### src/rtl/bayer_mosaic_encoder.sv
// RGB to RGGB Bayer raw encoder: frames the active image with zero lead/trail rows
// for the demosaic loopback path. One registered beat per lead/trail cycle or accepted pixel.
module bayer_mosaic_encoder #(
  parameter int width     = 1920,
  parameter int height    = 1080,
  parameter int leadRows  = 2,
  parameter int trailRows = 2
) (
  input  logic        clk,
  input  logic        reset,
  input  logic        iStart,
  input  logic [7:0]  iR,
  input  logic [7:0]  iG,
  input  logic [7:0]  iB,
  input  logic        iValid,
  output logic        oReady,
  output logic [7:0]  oData,
  output logic        oValid,
  output logic        oSof,
  output logic        oDone,
  output logic [31:0] xCnt,
  output logic [31:0] yCnt,
  output logic        oBusy
);

  typedef enum logic [1:0] {
    S_IDLE   = 2'd0,
    S_LEAD   = 2'd1,
    S_ACTIVE = 2'd2,
    S_TRAIL  = 2'd3
  } state_t;

  localparam logic [31:0] LEAD_BEATS  = 32'(leadRows * width);
  localparam logic [31:0] TRAIL_BEATS = 32'(trailRows * width);
  localparam logic [31:0] LEAD_LAST   = LEAD_BEATS - 32'd1;
  localparam logic [31:0] TRAIL_LAST  = TRAIL_BEATS - 32'd1;
  localparam logic [31:0] X_LAST      = 32'(width - 1);
  localparam logic [31:0] Y_LAST      = 32'(height - 1);
  localparam logic        LEAD_NONE   = (LEAD_BEATS == 32'd0);
  localparam logic        TRAIL_NONE  = (TRAIL_BEATS == 32'd0);

  state_t      state_q, state_d;
  logic [31:0] beat_q, beat_d;
  logic [31:0] x_q, x_d;
  logic [31:0] y_q, y_d;
  logic [7:0]  data_q, data_d;
  logic        valid_q, valid_d;
  logic        sof_q, sof_d;
  logic        done_q, done_d;

  // RGGB: even rows alternate R,G; odd rows alternate G,B.
  function automatic logic [7:0] bayer_pick(input logic row_odd, input logic col_odd,
                                            input logic [7:0] r, input logic [7:0] g,
                                            input logic [7:0] b);
    logic [7:0] v;
    case ({row_odd, col_odd})
      2'b00:   v = r;
      2'b01:   v = g;
      2'b10:   v = g;
      2'b11:   v = b;
      default: v = 8'd0;
    endcase
    return v;
  endfunction

  assign oReady = (state_q == S_ACTIVE);
  assign oBusy  = (state_q != S_IDLE);
  assign oData  = data_q;
  assign oValid = valid_q;
  assign oSof   = sof_q;
  assign oDone  = done_q;
  assign xCnt   = x_q;
  assign yCnt   = y_q;

  always_comb begin
    state_d = state_q;
    beat_d  = beat_q;
    data_d  = 8'd0;
    valid_d = 1'b0;
    sof_d   = 1'b0;
    done_d  = 1'b0;
    x_d     = x_q;
    y_d     = y_q;
    case (state_q)
      S_IDLE: begin
        if (iStart) begin
          beat_d  = 32'd0;
          state_d = LEAD_NONE ? S_ACTIVE : S_LEAD;
        end else begin
          state_d = S_IDLE;
        end
      end
      S_LEAD: begin
        valid_d = 1'b1;
        sof_d   = (beat_q == 32'd0);
        if (beat_q == LEAD_LAST) begin
          beat_d  = 32'd0;
          state_d = S_ACTIVE;
        end else begin
          beat_d = beat_q + 32'd1;
        end
      end
      S_ACTIVE: begin
        if (iValid) begin
          valid_d = 1'b1;
          // Without lead rows the frame starts at pixel (0,0).
          sof_d   = LEAD_NONE && (x_q == 32'd0) && (y_q == 32'd0);
          data_d  = bayer_pick(y_q[0], x_q[0], iR, iG, iB);
          if (x_q == X_LAST) begin
            x_d = 32'd0;
            if (y_q == Y_LAST) begin
              y_d     = 32'd0;
              beat_d  = 32'd0;
              done_d  = TRAIL_NONE;
              state_d = TRAIL_NONE ? S_IDLE : S_TRAIL;
            end else begin
              y_d = y_q + 32'd1;
            end
          end else begin
            x_d = x_q + 32'd1;
          end
        end else begin
          valid_d = 1'b0;
        end
      end
      S_TRAIL: begin
        valid_d = 1'b1;
        if (beat_q == TRAIL_LAST) begin
          beat_d  = 32'd0;
          done_d  = 1'b1;
          state_d = S_IDLE;
        end else begin
          beat_d = beat_q + 32'd1;
        end
      end
      default: state_d = S_IDLE;
    endcase
  end

  always_ff @(posedge clk or posedge reset) begin
    if (reset) begin
      state_q <= S_IDLE;
      beat_q  <= 32'd0;
      x_q     <= 32'd0;
      y_q     <= 32'd0;
      data_q  <= 8'd0;
      valid_q <= 1'b0;
      sof_q   <= 1'b0;
      done_q  <= 1'b0;
    end else begin
      state_q <= state_d;
      beat_q  <= beat_d;
      x_q     <= x_d;
      y_q     <= y_d;
      data_q  <= data_d;
      valid_q <= valid_d;
      sof_q   <= sof_d;
      done_q  <= done_d;
    end
  end

endmodule

### config.mk
export PLATFORM = sky130hd
export DESIGN_NAME = bayer_mosaic_encoder
export DESIGN_NICKNAME = d
export VERILOG_FILES = /design/src/rtl/bayer_mosaic_encoder.sv
export SDC_FILE = /design/constraint.sdc
export NUM_CORES = 1
export LEC_CHECK = 0
export CORE_MARGIN = 8
export CORE_UTILIZATION = 50
export CTS_CLUSTER_SIZE = 8
export DETAILED_ROUTE_END_ITERATION = 8
export HOLD_SLACK_MARGIN = 0.15
export PLACE_DENSITY = 0.81
export SLEW_MARGIN = 10
export SYNTH_ARGS = -nofsm -noshare
export SYNTH_HDL_FRONTEND = slang
export SYNTH_SLANG_ARGS = --single-unit
export TNS_END_PERCENT = 20
### constraint.sdc
create_clock -name clk -period 4.1 [get_ports clk]
set_input_delay 0.41 -clock clk [delete_from_list [all_inputs] [get_ports clk]]
set_output_delay 0.41 -clock clk [all_outputs]
set_load 0.01 [all_outputs]
Word-level counts from Yosys, hierarchy flattened
Index checks and enable logic that the tools add are counted.
- bits in registers: 109
- input bits: 28
- output and inout bits: 77
- logic and storage cells: 59
- $add $sub $neg: 3
- equal/unequal tests: 15
- multiplexer cells: 23
- reductions and logical operators: 10
- operator list (kind ; count):
    32-bit two-way mux ; 7
    32-bit by 1-bit adder with 32-bit output (second input constant) ; 3
    32-bit one-hot mux with 3 select lines ; 1
    32-bit by 11-bit equality test with 1-bit output (second input constant) ; 2
    32-bit by 12-bit equality test with 1-bit output (second input constant) ; 1
    32-bit logical NOT ; 1
    8-bit one-hot mux with 3 select lines ; 1
    8-bit two-way mux ; 2
    2-bit two-way mux ; 5
    2-bit equality test (second input constant) ; 4
    2-bit inequality test (second input constant) ; 4
    2-bit one-hot mux with 4 select lines ; 1
    1-bit two-way mux ; 5
    5-bit AND reduction ; 1
    2-bit by 1-bit equality test with 1-bit output (second input constant) ; 2
    2-bit logical NOT ; 2
    2-bit by 1-bit inequality test with 1-bit output (second input constant) ; 2
    4-bit AND reduction ; 1
    2-bit OR reduction ; 2
    3-bit AND reduction ; 1
    1-bit one-hot mux with 2 select lines ; 1
    2-bit AND reduction ; 1
    2-bit nonzero test ; 1

Logic depth before layout (Yosys ltp)
- depth in word-level cells: 5
- gate-level depth with buffers: 9
- mapped depth without buffers: 8

Worst setup path after synthesis
OpenSTA, ideal clock, no wires.
- kind: reg2reg
- start point: reg state_q[0]
- end point: reg x_q[31] (netlist: xCnt[31])
- setup time: 0.125 ns
- data arrival time: 2.414 ns
- required time: 3.975 ns
- setup slack: 1.561 ns
- stages on the path, launching flop included: 10
- buffers on the path: 1
- period minus slack after synthesis: 2.539 ns
- cell sequence: dfrtp_1 > inv_1 > ha_1 > nand4_1 > or4b_4 > or3_1 > buf_2 > nor3_4 > nand3_1 > xnor2_1
- longest elaborated chain between the ends: 2
- RTL lines (item ; line ; RTL):
    start: declaration ; 42 ; state_t state_q, state_d;
    start signal: assignment ; 151 ; state_q <= state_d;
    2-bit equality test ; - ;
    named net oReady ; 16 ; output logic oReady,
    2-bit AND reduction (no line) ; - ;
    end signal: assignment ; 144 ; x_q <= 32'd0;
    end signal: assignment ; 153 ; x_q <= x_d;
    end: declaration ; 44 ; logic [31:0] x_q, x_d;
The timed path passes the listed nets, and every way through them passes these cells.
A chain may end at the register's enable or synchronous reset.

Final worst setup path
- start point: reg x_q[0] (netlist: xCnt[0])
- end point: reg beat_q[25]
- longest elaborated chain between the ends: 3
- RTL lines (item ; line ; RTL):
    32-bit by 11-bit equality test with 1-bit output ; 109 ; if (x_q == X_LAST) begin
    2-bit by 1-bit inequality test with 1-bit output (no line) ; - ;
    4-bit AND reduction (no line) ; - ;
    end signal: assignment ; 152 ; beat_q <= beat_d;
    end: declaration ; 43 ; logic [31:0] beat_q, beat_d;
Every way passes these cells.

==> impl_metrics.ini <==
[hold_path]
hold_path_class = reg2reg
worstHoldStart = beat_q[30]
hold_depth = 1
hold_end = beat_q[30]

[synth]
synth_top_cell_by_area = dfrtp_1
synth.top_cell.area_share_pct = 47.8
seq_area_frac_synth_pct = 47.8
synthTopCellsByArea = dfrtp_1, xnor2_1, nor2_1
syn-num-nets = 643
synth.avg_cell_area_sq_um = 9.45
postSynth.asyncResetShare_pct = 100
synth_cells = 604
synth_area_sq_um = 5710
synth_flop_cell = dfrtp_1
ys_types = 48
yosysWarnings = 0
synth_edf_count = 0
ys_ff_latch = 109

[power_and_ir_drop]
p_sw_share_pct = 22.2
share_comb_of_total_power_pct = 2.8
p_seq_share_pct = 53.6
clockPowerShare_pct = 43.7
ir_drop_mv = 0.405
p_int_mw = 1.56
power_leakage_nw = 3.05
power_density_nw_per_um2 = 280
power_switching_uw = 446

[sta]
fin_ws_ns = 1.14
worst_pin_slew_ns = 1.20
setup_tns_ns = 0
period_minus_slack_ns = 2.96
finalHoldViolCount = 0
rsz0062_at_grt = false
drv_slew = 0
relSlewSlack_pct = 19.9
setup_viol = 0
period_share_pct = 72.3
fin_skew_ns = 0.0185
holdWs_ns = 0.516
max_freq_mhz = 337

[route]
wirelength_mm = 14.6
wl_met3_microns = 855
wl_per_cell_microns = 17.3
drtAntennaViolNets = 0
wl_met2_mm = 7.20
drc = 0
dr.max_layer_used = met4
route.vias.total = 4903
drt_iter0_markers = 337
first_pass_iters = 5
viasPerCell = 5.79
wl_met1_mm = 6.40

[clock_tree]
clkTransAtPathRegs_ns = 0.08
root_buffer = clkbuf_16
post_cts_buffers = 0
clock_latency_ns = 0.36
htreeDepth = 3
postCtsHoldBufs = 0
cts_max_path_buffers = 2
numCtsBuffers = 9
cts.repair.resized = 0
cts_tree = done
clock-sinks = 109

[finish]
fin_cells = 847
area_growth_pct = 25.6
fin_area_sq_um = 7170
num_antenna_cells = 0
final_cell_mix = dfrtp_1, clkdlybuf4s50_1, nor2_1
layout_commonest_cell = dfrtp_1
drive_above_1_share_pct = 5.26
final_nets = 738

[grt]
grt_usage_pct = 20.2
grt_pass1_vias = 4957
grt_max_degree = 63
grt_pass1_wl_mm = 24.6
antenna_found_initial = 0
gr-total-overflow = 0

[critical_path]
r2r-end = beat_q[25]
reg2reg_from = xCnt[0]
crit_required_ns = 4.34
crit_path_end_kind = register
critPathMaxFanout = 31
r2r_slack_ns = 1.14
cp_slowest_cell = or2_1
cpPeakStageDelay_ns = 0.68
worstPathCellList = ha_1 > nand4_1 > or2_1 > nor3_4 > o221ai_2 > or2_1 > o41ai_1
critPathArrivalTime_ns = 3.20
rr_worst_depth = 7
cp_common_cell = or2_1
critPathKind = reg2reg
cp-start-kind = register

[status]
status = completed

[placement]
pre_cts_ws_ns = 1.16
place.gp.congestion = 0.838
place_hpwl_mm = 10.5
placed_cell_area_sq_um = 6860
port_buffers = 104
post-place-cells = 831

[floorplan]
fp-row-count = 39
die_w_microns = 123
die-area_sq_um = 15100
core_sq_um = 11300
io_pins = 105
die_h_microns = 123
start_util_pct = 50.6

[run]
cap_violations = 0
## synthesized netlist by cell type (2+ instances only)
cell      instances
dfrtp_1         109
a31oi_1           5
clkbuf_1         15
nor3_1           12
nand3_1          32
a21oi_1          20
or2_1             2
nor2b_1           5
ha_1             11
o41ai_1           3
and3_1           12
nand4_1          25
or2_2             2
or3_1             2
o31ai_1          26
a21o_1            2
nand3b_1          2
o41ai_2           4
buf_1             2
and4_1           10
inv_1            21
nand2b_1          7
nor3_4            2
a22oi_1           8
and2_1            5
nor4_1           19
nand2_1          57
buf_2             8
xor2_1           22
xnor2_1          31
nor2_1           61
mux2i_1           3
o21ai_0          43
a41oi_1           2
## metrics by stage
step | power (mW) | util (%)
floorplan | 1.12 | -
finish | 2.01 | 63.6
detailed placement | 1.15 | 60.9
global placement | 1.15 | 60.9
CTS | 2.02 | 63.6
global route | 2.07 | 63.6
## worst max-delay path by stage
stage,start,end,slack [ns],depth (start not counted)
2_1_floorplan,reset,beat_q[0],0.82,1
4_1_cts,xCnt[0],beat_q[25],1.12,7
3_3_place_gp,iValid,xCnt[30],1.26,6
3_5_place_dp,xCnt[0],beat_q[25],1.16,7
6_report,xCnt[0],beat_q[25],1.14,7
5_1_grt,state_q[0],xCnt[24],0.93,7
## critical path, delay by kind of cell, from the launching register on
family                     cells  cell delay (ns)
AOI/OAI and AO/OA              2             0.69
adders and majority gates      1             0.26
DFF                            1             0.52
and+or+nand+nor                4             1.36
## registers in the layout, indices dropped and copies added (netlist names)
register,count
oData,8
state_q,2
yCnt,32
oSof,1
oDone,1
oValid,1
beat_q,32
xCnt,32
## cells by family (layout without fill, tap and decap cells)
kind of cell    after synthesis  after routing  share of synthesized area (%)
compound gates              117            117                           13.4
xor+xnor                     53             53                           8.14
fa+ha+maj                    11             11                           2.41
buf+inv                      47            147                           3.40
flops                       109            109                           47.8
mux                           4              4                          0.724
simple gates                263            263                           24.1
## power by group through the flow
| stage | Combinational [mW] | Clock [mW] | Sequential, mW |
|---|---|---|---|
| after floorplan | 0.0214 | 0 | 1.10 |
| after global placement | 0.0560 | 0 | 1.10 |
| after detailed placement | 0.0569 | 0 | 1.10 |
| after CTS | 0.0571 | 0.889 | 1.07 |
| after global routing | 0.0628 | 0.932 | 1.07 |
| final | 0.0557 | 0.876 | 1.07 |
## routing by layer
metal / track usage (%) / vias to the layer above
li1: - / 2359
met1: 25.2 / 2435
met5: 0 / -
met2: 33.2 / 96
met3: 6.53 / 13
met4: 5.64 / 0
## layout make-up
| type | count | area, sq um |
|---|---|---|
| Multi-Input combinational cell | 448 | 2790 |
| Timing Repair Buffer | 110 | 1090 |
| Fill cell | 911 | 4110 |
| Clock inverter | 5 | 48.8 |
| Inverter | 21 | 81.3 |
| Tap cell | 143 | 179 |
| Clock buffer | 11 | 253 |
| Sequential cell | 109 | 2730 |
(Power assumes the default switching activity.)
==> patch (config.mk and constraints unchanged) <==
Reset style: synchronous (`reset`), changed in one clocked block.
--- a/src/rtl/bayer_mosaic_encoder.sv
+++ b/src/rtl/bayer_mosaic_encoder.sv
@@ -137,7 +137,7 @@
     endcase
   end
 
-  always_ff @(posedge clk or posedge reset) begin
+  always_ff @(posedge clk) begin
     if (reset) begin
       state_q <= S_IDLE;
       beat_q  <= 32'd0;
Formal check against the unedited RTL: differs if reset is asserted again (counterexample within 4 cycles, from zero or initial values and one cycle with reset high); with reset held inactive, the same outputs for 10 cycles.
==> patch against the original RTL <==
  * Worst hold slack got worse by 16 ps
  * Utilization fell by 0.45 points
  * Critical path depth did not move
  * Wire length rose by 7.0%
  * Worst setup slack improved by 70 ps
  * Global-route usage rose by 0.37 points
  * Final area fell by 0.28%
  * Critical endpoint is now beat_q[29]$_SDFFE_PP0P_
  * Non-clock buffer count did not move
  * Sequential cell count did not move
  * Area after synthesis rose by 0.66%
  * Largest cell class unchanged
  * Cell count rose by 10%
Power is not compared: it rests on default switching activity, and its combinational part moved more than twofold at a synthesized area within 25%.
==> patch: results (changes against the original RTL) <==
stage	metric	value	unit	change
run_status	outcome	complete, no violations		unchanged
placement	number of port buffers	104		unchanged
layout	Area growth syn-to-layout	24.4	%	was 25.6%
grt	first-pass GRT wire length	25.6	mm	was 24.6 mm
drt	metal1 wirelength	6.78	mm	was 6.40 mm
logic_synthesis	Mapped Cells	698		was 604
layout	area of the multi-input gates	3330	sq um	was 2790 sq um
layout	flip-flop and latch count	109		unchanged
drt	final WL	15.6	mm	was 14.6 mm
grt	vias in the first global route	5289		was 4957
clocking	clk root buf	clkbuf_16		unchanged
drt	met3 wire len	1.40	mm	was 855 microns
layout	share of layout cells above drive strength 1	0.0697		was 0.0526
timing	pin slew with the least headroom to its limit	806	ps	was 1200 ps
setup_path	peak fanout along the critical path	18		was 31
setup_path	WP data arrival	3180	ps	was 3200 ps
drt	DR WL met2	7.16	mm	was 7.20 mm
layout	Final #Nets	823		was 738
placement	pre-CTS setup slack	1280	ps	was 1160 ps
clocking	Clock Pin Slew Worst Setup and Hold Paths	70	ps	
placement	Placed Instance Area	6860	sq um	about the same
drt	initial drt markers	545		was 337
grt	GRT Total Usage	0.206		was 0.202
layout	inverters	23		was 21
logic_synthesis	Mapped Nets	737		was 643
layout	fill count	1015		was 911
die	core area	11300	sq um	about the same
pwr	maximum vdd drop	0.000223	V	
logic_synthesis	Synth area leaders	dfxtp_1 (38%), nor2_1 (6.3%), xnor2_1 (5.5%)		was dfrtp_1 (48%), xnor2_1 (4.8%), nor2_1 (4.0%)
layout	clock buffers	10		was 11
placement	placed cell count	916		was 831
layout	#MultiIn Comb	531		was 448
placement	DP Wirelength	11.3	mm	was 10.5 mm
grt	largest net degree at the start of global routing	47		was 63
logic_synthesis	synth unique cells	58		was 48
drt	DR pass1 iterations	5		unchanged
drt	vias	5606		was 4903
layout	FF+latch area	2180	sq um	was 2730 sq um
logic_synthesis	sequential fraction of the synthesis area	0.380		was 0.478
logic_synthesis	fraction of registers with async set/reset	0		was 1.00
layout	Clock-cell share	0.0401		was 0.0421
placement	Routability Congestion	0.845		was 0.838
clocking	Skew-Pair Late Insertion Delay	350	ps	
drt	Vias/cell	6.02		was 5.79
layout	Non-Clock Buffer Area Fraction	0.152		about the same
logic_synthesis	synth cell count leaders	dfxtp_1 (109), nor2_1 (96), nand2_1 (45), nand3_1 (40), xnor2_1 (36)		was dfrtp_1 (109), nor2_1 (61), nand2_1 (57), o21ai_0 (43), nand3_1 (32)
timing	clk_skew	10.9	ps	was 18.5 ps
## patch: changes by cell type in the layout (fill, tap and decap cells not counted), moves of 14 or more
cell,change
a21oi_1,+14
nor3_1,+16
nor2_1,+35
a32o_1,+18
dfrtp_1,-109
o31ai_1,-25
dfxtp_1,+109
or3_1,+14
## patch: path summary, 6_finish.rpt
check | start | endpoint | slack (ps) | depth (start not counted)
setup reg to reg | yCnt[0]$_SDFFE_PP0P_ | beat_q[29]$_SDFFE_PP0P_ | 1210 | 7
setup / recovery | yCnt[0]$_SDFFE_PP0P_ | beat_q[29]$_SDFFE_PP0P_ | 1210 | 7
hold / removal | beat_q[31]$_SDFFE_PP0P_ | beat_q[31]$_SDFFE_PP0P_ | 500 | 2
hold reg to reg | beat_q[31]$_SDFFE_PP0P_ | beat_q[31]$_SDFFE_PP0P_ | 500 | 2
## patch: metal layers
metal  track usage  up-vias
met5             0        -
met4        0.0737        0
met3        0.0553       24
met2         0.329      239
met1         0.263     2650
li1              -     2693
## patch: kinds of logic (layout without fill, tap and decap cells)
| family | count (synthesis) | in the layout | share of synthesized area |
|---|---|---|---|
| AO/OA/AOI/OAI | 112 | 112 | 0.127 |
| XOR/XNOR | 52 | 52 | 0.0793 |
| adder cells (fa/ha/maj) | 11 | 11 | 0.0240 |
| buffers and inverters | 58 | 149 | 0.0429 |
| flip-flops | 109 | 109 | 0.380 |
| multiplexers | 2 | 2 | 0.00370 |
| AND/OR/NAND/NOR | 354 | 354 | 0.343 |
## patch: critical path: stages (launching register included)
cell     delay [ps]
dfxtp_1         420
ha_1            240
and4_1          250
nand4_1         180
o31ai_2         320
nand3_2         380
nor2_2          770
a32o_1          270
